`src/rtl/divisor_secuencial_4b.sv`:
```
// -----------------------------------------------------------------------------
// divisor_secuencial_4b
//
// Sequential restoring divider. A start pulse latches an unsigned num/den pair.
// The divider then produces one quotient bit per clock for WIDTH clocks. A
// single-cycle done pulse reports quotient (result), remainder (rest) and the
// divide-by-zero flag.
//
// Ports
//   clk       in   1      system clock, rising edge
//   rst       in   1      synchronous, active-high reset
//   start     in   1      begin a division; accepted in IDLE or DONE only
//   num       in   WIDTH  dividend, unsigned
//   den       in   WIDTH  divisor, unsigned
//   busy      out  1      high while iterating (CALC state)
//   done      out  1      one-cycle pulse; result/rest/div_zero updated
//   result    out  WIDTH  quotient, held until next done
//   rest      out  WIDTH  remainder, held until next done
//   div_zero  out  1      den was 0 for the operation last reported
//
// Handshake: start is sampled on a clock edge. It is acted upon only when busy
// is low (IDLE or DONE). The outputs result/rest/div_zero are valid from the
// cycle where done=1 until the next done pulse or reset.
//
// Timing: start is sampled at edge k. busy is high after edges k..k+WIDTH-1.
// done is high after edge k+WIDTH. Latency does not depend on the data. A start
// arriving during the done cycle chains the next operation with no idle gap.
// -----------------------------------------------------------------------------
module divisor_secuencial_4b #(
  parameter int WIDTH = 4
) (
  input  logic             clk,
  input  logic             rst,
  input  logic             start,
  input  logic [WIDTH-1:0] num,
  input  logic [WIDTH-1:0] den,
  output logic             busy,
  output logic             done,
  output logic [WIDTH-1:0] result,
  output logic [WIDTH-1:0] rest,
  output logic             div_zero
);

  localparam int CW = $clog2(WIDTH) + 1;

  typedef enum logic [1:0] {
    IDLE = 2'd0,
    CALC = 2'd1,
    DONE = 2'd2
  } state_t;

  state_t state, state_nxt;

  logic [WIDTH-1:0] q;      // dividend shifting out, quotient shifting in
  logic [WIDTH-1:0] d;      // latched divisor
  logic [WIDTH:0]   r;      // partial remainder, one guard bit
  logic [CW-1:0]    cnt;    // iterations still to run

  logic [WIDTH:0]   t;
  logic             ge;
  logic [WIDTH:0]   r_nxt;
  logic [WIDTH-1:0] q_nxt;
  logic             last_iter;

  // One restoring step: shift the next dividend bit into the remainder.
  // Subtract the divisor when the remainder can take it.
  always_comb begin
    t     = {r[WIDTH-1:0], q[WIDTH-1]};
    ge    = (t >= {1'b0, d});
    r_nxt = ge ? (t - {1'b0, d}) : t;
    q_nxt = {q[WIDTH-2:0], ge};
  end

  assign last_iter = (cnt == CW'(1));

  // ---------------------------------------------------------------------------
  // FSM state register
  // ---------------------------------------------------------------------------
  always_ff @(posedge clk) begin
    if (rst) state <= IDLE;
    else     state <= state_nxt;
  end

  // ---------------------------------------------------------------------------
  // FSM next-state logic
  // ---------------------------------------------------------------------------
  always_comb begin
    state_nxt = state;
    case (state)
      IDLE:    if (start) state_nxt = CALC;
      CALC:    if (last_iter) state_nxt = DONE;
      DONE:    state_nxt = start ? CALC : IDLE;
      default: state_nxt = IDLE;
    endcase
  end

  assign busy = (state == CALC);
  assign done = (state == DONE);

  // ---------------------------------------------------------------------------
  // Datapath. The results are loaded on the final iteration, so they are
  // already valid in the cycle where done is high.
  // ---------------------------------------------------------------------------
  always_ff @(posedge clk) begin
    if (rst) begin
      q        <= '0;
      d        <= '0;
      r        <= '0;
      cnt      <= '0;
      result   <= '0;
      rest     <= '0;
      div_zero <= 1'b0;
    end else begin
      case (state)
        IDLE, DONE: begin
          if (start) begin
            q   <= num;
            d   <= den;
            r   <= '0;
            cnt <= CW'(WIDTH);
          end
        end
        CALC: begin
          q   <= q_nxt;
          r   <= r_nxt;
          cnt <= cnt - CW'(1);
          if (last_iter) begin
            result   <= q_nxt;
            rest     <= r_nxt[WIDTH-1:0];
            div_zero <= (d == '0);
          end
        end
        default: ;
      endcase
    end
  end

endmodule

```
`config.mk`:
```
export PLATFORM = sky130hd
export DESIGN_NAME = divisor_secuencial_4b
export DESIGN_NICKNAME = d
export VERILOG_FILES = /design/src/rtl/divisor_secuencial_4b.sv
export SDC_FILE = /design/constraint.sdc
export NUM_CORES = 1
export LEC_CHECK = 0
export ABC_AREA = 1
export CAP_MARGIN = 30
export CORE_MARGIN = 2
export CORE_UTILIZATION = 46
export DETAILED_ROUTE_END_ITERATION = 12
export GPL_ROUTABILITY_DRIVEN = 1
export GPL_TIMING_DRIVEN = 1
export HOLD_SLACK_MARGIN = 0.03
export PLACE_DENSITY = 0.74
export SYNTH_ARGS = -nofsm -noshare
export SYNTH_HDL_FRONTEND = slang
export SYNTH_SLANG_ARGS = --single-unit
```
`constraint.sdc`:
```
create_clock -name clk -period 1.58 [get_ports clk]
set_clock_uncertainty 0.1 [all_clocks]
set_input_delay 0.316 -clock clk [delete_from_list [all_inputs] [get_ports clk]]
set_output_delay 0.316 -clock clk [all_outputs]
set_load 0.1 [all_outputs]
```
### After elaboration in Yosys (flattened, before gate mapping)

Cells that the tools add are included.

| operators by class | value |
|---|---|
| multiply operators | 0 |
| div/mod/pow operators | 0 |
| bitwise operators | 0 |
| equality and inequality tests | 6 |
| $add $sub $neg | 2 |
| muxes and demuxes | 11 |
| order comparisons | 1 |
| reduce and logical (&&, ||, !) cells | 8 |
| shift operators | 0 |

Operator list:

| kind | number |
|---|---|
| $pmux W4 S2 | 2 |
| $mux W4 | 3 |
| $reduce_and A2 Y1 | 4 |
| $pmux W2 S3 | 1 |
| $pmux W3 S2 | 1 |
| $ge A5 B4 Y1 | 1 |
| $logic_not A4 Y1 | 1 |
| $mux W2 | 2 |
| $ne A2 B2 Y1 const B | 2 |
| $sub A4 B4 Y4 | 1 |
| $eq A3 B1 Y1 const B | 1 |
| $mux W3 | 1 |
| $sub A3 B1 Y3 const B | 1 |
| $eq A2 B1 Y1 const B | 1 |
| $eq A2 B2 Y1 const B | 1 |
| $logic_not A2 Y1 | 1 |
| $ne A2 B1 Y1 const B | 1 |
| $reduce_bool A2 Y1 | 1 |
| $reduce_or A2 Y1 | 1 |
| $mux W1 | 1 |

| word-level totals | value |
|---|---|
| output and inout bits | 11 |
| bits in read-only memories | 0 |
| word-level logic and storage cells | 36 |
| input port bits | 11 |
| bits in registers | 26 |
| memories kept | 0 |
| latch bits | 0 |
| memory bits (writable) | 0 |

### Depth between registers and ports, before layout

| depth | value |
|---|---|
| depth after elaboration | 4 |
| depth in mapped cells | 13 |
| mapped depth without buffers | 13 |

### Worst setup path before layout

OpenSTA, ideal clock, no wires.

| timing | value |
|---|---|
| kind | register to output |
| start | register state[1] |
| end | output port done |
| data arrival time | 1.592 ns |
| cell stages (with the launch flop) | 3 |
| buffers on the path | 0 |
| required time | 1.164 ns |
| setup slack | -0.428 ns |
| cell sequence | dfxtp_1 > inv_1 > nor2_1 |

| on the way | value |
|---|---|
| word-level cells in the longest chain between the ends | 1 |

Ends and longest elaborated chain:

| item | RTL line | text |
|---|---|---|
| start, declared | 52 | `state_t state, state_nxt;` |
| start signal, assigned | 81 | `else state <= state_nxt;` |
| $eq A2 B2 Y1 | 98 | `assign done = (state == DONE);` |
| end, declared | 38 | `output logic done,` |

No other way between the ends.

### Final worst setup path

| timing | value |
|---|---|
| start | register d[1] |
| end | register r[3] |

| on the way | value |
|---|---|
| word-level cells in the longest chain between the ends | 3 |
| elaborated cells on any way between the ends | 4 |
| classes of those cells | 1 x add/sub; 1 x order compare; 2 x mux |

Ends and longest elaborated chain:

| item | RTL line | text |
|---|---|---|
| start, declared | 55 | `logic [WIDTH-1:0] d;` |
| start signal, assigned | 118 | `d <= den;` |
| $sub A4 B4 Y4 / $ge A5 B4 Y1 (equally long branches) | 70, 69 |  |
| $mux W4 * | 70 | `r_nxt = ge ? (t - {1'b0, d}) : t;` |
| $pmux W4 S2 * | 114 | `case (state)` |
| end signal, assigned | 125 | `r <= r_nxt;` |
| end, declared | 56 | `logic [WIDTH:0] r;` |

Every way passes the cells marked *; elsewhere a longest branch is shown, timed or not.
A chain may end at the register's enable or synchronous reset.

==> run metrics <==
FILL cells around 220; Final Max Slew Viols 0; post-synthesis cell area between 1000 and 1500 um2; CP max-delay cell dfxtp_2; htree depth 1; CP most frequent cell nand2_2; measured slew at the worst slew-check pin 0.271 ns; Required @ worst endpoint about 1.8 ns; Final Setup Violations 1; DRT antenna net count 0; Root Driver clkbuf_4; area grow syn2layout 46.9%; pin count of the biggest net entering global routing 15; Final Hold Fails 0; initial antenna violation count 0; worst hold path class register to register; first-pass GRT wire length between 4000 and 5000 um; Row Count 19; setup TNS -0.0148 ns; Placeable Area approximately 2700 um2; Clock transition at path regs between 0.1 and 0.15 ns; routed len/inst about 13 um; fmax approximately 630 MHz; post-synth cell types 28; DRC 0; Clock Tree Buf Depth 2; Post-Route WL 3110 um; Crit. End Element register; Psw between 0.7 and 0.8 mW; share of layout cells above drive strength 1 between 30% and 40%; crit-path cells inv_4 -> ha_4 -> nand2_2 -> inv_2 -> nand2_2 -> nand2_2 -> nand2_4 -> nand2_8 -> nand2_2 -> nand2_2 -> nand2_2 -> a21oi_2; nets between 200 and 250; cts bufs inserted 3; YS warnings 0; Async SR Flop Fraction 0%; Crit path max-delay family simple AND/OR/NAND/NOR gates; max cap viols 0; Max stage delay on crit path about 0.38 ns; vias per inst between 5 and 6; Power Total between 1.5 and 2 mW; Worst-Skew Late Latency ~0.33 ns; sequential share of power 39.1%; CP Class register to register; I/O pins 22; syn avg cell area 7.43 um2; Clk pwr share approximately 18%; Die X between 50 and 60 um; PD cells between 1000 and 1500 nW/um2; chip height between 50 and 60 um; RSZ-0062 raised after global routing yes; Seq/Total Area, Yosys around two fifths; setup ws final -0.0148 ns; Total GRT Usage 20.1%; Post-synth EDFFs 0; GR Overflow Total 0; vias in the first global route ~1200; Internal Power between 1 and 1.5 mW; Vias ~1200; Top FF cell, synth dfxtp_1; Crit path arrival time 1.77 ns; synthesized net count between 150 and 200; Pre-Repair DR Iteration Count 6; period utilisation layout 101%; crit path launch type register; DR iter-0 viols 27; Detail Placement HPWL roughly 2200 um; CTS tree done; Initial Util a little under half; GPL Wtd Cong 0.760; DIE AREA ~3200 um2; Leak Pwr around 0.8 nW; CP bufs+invs 2; placed cell area roughly 1700 um2; Worst VDD drop 0.000869 V; Yosys reg bits 26; Comb pwr share a little over two fifths; failing checks setup timing; Max FO, Critical Path 6; run status finished with violations; minimum clock period between 1.5 and 2 ns; Syn Inst Count 170; Design Area, Final 1860 um2; Port-buffer cells 21; Switching Share a little under 40%; CTS sink count 26; headroom to the max-slew limit between 80% and 90%; ant diodes 0
==> timing repair <==
| item | 4_1_cts | 5_1_grt |
|---|---|---|
| pin swaps | 3 | 13 |
| endpoints found under the setup margin | 9 | 9 |
| setup buffers | 0 | 2 |
| hold buffers | 0 | 0 |
| gates resized for setup | 9 | 28 |
==> worst register-to-register path: stages, from the launching register on <==
cell	delay [ns]
dfxtp_2	0.38
inv_4	0.05
ha_4	0.27
nand2_2	0.06
inv_2	0.05
nand2_2	0.05
nand2_2	0.07
nand2_4	0.09
nand2_8	0.11
nand2_2	0.06
nand2_2	0.08
nand2_2	0.06
a21oi_2	0.12
==> per-stage QoR <==
step / std cells / hold WS [ns] / setup slack [ns] / util, %
floorplan: 170 / 0.289 / 0.0206 / -
global placement: 228 / 0.365 / -0.0336 / 62.5
detailed placement: 228 / 0.384 / -0.0728 / 62.5
CTS: 232 / 0.404 / -0.0157 / 64.8
global route: 234 / 0.413 / -0.0825 / 69.1
finish: 234 / 0.402 / -0.0148 / 69.1
==> Yosys cell counts, drive strengths merged (2+ instances only) <==
library cell / n / area share, %
nand2: 39 / 14
dfxtp: 26 / 41
inv: 23 / 6.8
nor2: 23 / 7.6
o21ai: 14 / 5.5
a21oi: 13 / 5.7
nand3: 8 / 3.2
ha: 6 / 5.9
buf: 3 / 1.7
nor3: 3 / 1.2
clkbuf: 2 / 0.59
nand3b: 2 / 1.2
==> logic make-up (layout without fill, tap and decap cells) <==
family / count (synthesis) / count (layout) / share of synthesized area, %
XOR/XNOR: 2 / 2 / 1.39
adder cells (fa/ha/maj): 7 / 7 / 7.52
AO/OA/AOI/OAI: 31 / 31 / 13.6
flip-flops: 26 / 26 / 41.2
AND/OR/NAND/NOR: 75 / 75 / 26.9
buffers and inverters: 29 / 62 / 9.41
==> cell usage in the layout (no fill, tap or decap) <==
cell type	count
a211oi_1	1
a21oi_1	11
a21oi_2	1
a21oi_4	1
a31oi_1	1
buf_12	11
buf_4	13
clkbuf_4	3
clkbuf_8	1
clkdlybuf4s50_1	10
dfxtp_1	20
dfxtp_2	6
fa_2	1
ha_1	3
ha_4	3
inv_1	13
inv_2	9
inv_4	2
nand2_1	24
nand2_2	11
nand2_4	3
nand2_8	1
nand3_1	4
nand3_2	4
nand3b_1	2
nor2_1	20
nor2_2	2
nor2_4	1
nor3_1	3
o21ai_0	3
o21ai_1	11
o221ai_1	1
o22ai_1	1
xnor2_2	1
xor2_1	1
==> sequential cells by signal, summed over array words and instances (netlist names) <==
register	cells
cnt	3
d	4
div_zero	1
q	4
r	4
rest	4
result	4
state	2
==> worst paths after layout <==
kind | cells after the start | slack, ns | from | to
setup / recovery | 12 | -0.01 | d[1] | r[3]
hold / removal | 2 | 0.40 | d[2] | d[2]
setup reg to reg | 12 | -0.01 | d[1] | r[3]
hold reg to reg | 2 | 0.40 | d[2] | d[2]
==> power groups by stage <==
| stage | clock network, mW | registers (mW) | logic, mW |
|---|---|---|---|
| floorplan | 0 | 0.818 | 0.413 |
| global placement | 0 | 0.765 | 0.647 |
| detailed placement | 0 | 0.767 | 0.664 |
| CTS | 0.351 | 0.758 | 0.679 |
| global route | 0.379 | 0.773 | 0.916 |
| finish | 0.342 | 0.765 | 0.850 |
==> area by class of cell <==
type                       count  area, um2  share of cell area (%)
clock buffer                   4       36.3                    1.95
sequential                    26        528                    28.4
inverter                      24       95.1                    5.12
multi-input combinational    115        741                    39.9
tap                           31       38.8                    2.09
timing repair buffer          34        418                    22.5
==> metal layers <==
metal  track usage [%]  routed length (um)
met5                 0                   0
met3              6.22                 207
met4              9.52                  51
met1              23.2                1290
met2              33.8                1560
No activity file was read; power rests on OpenSTA's default activity.
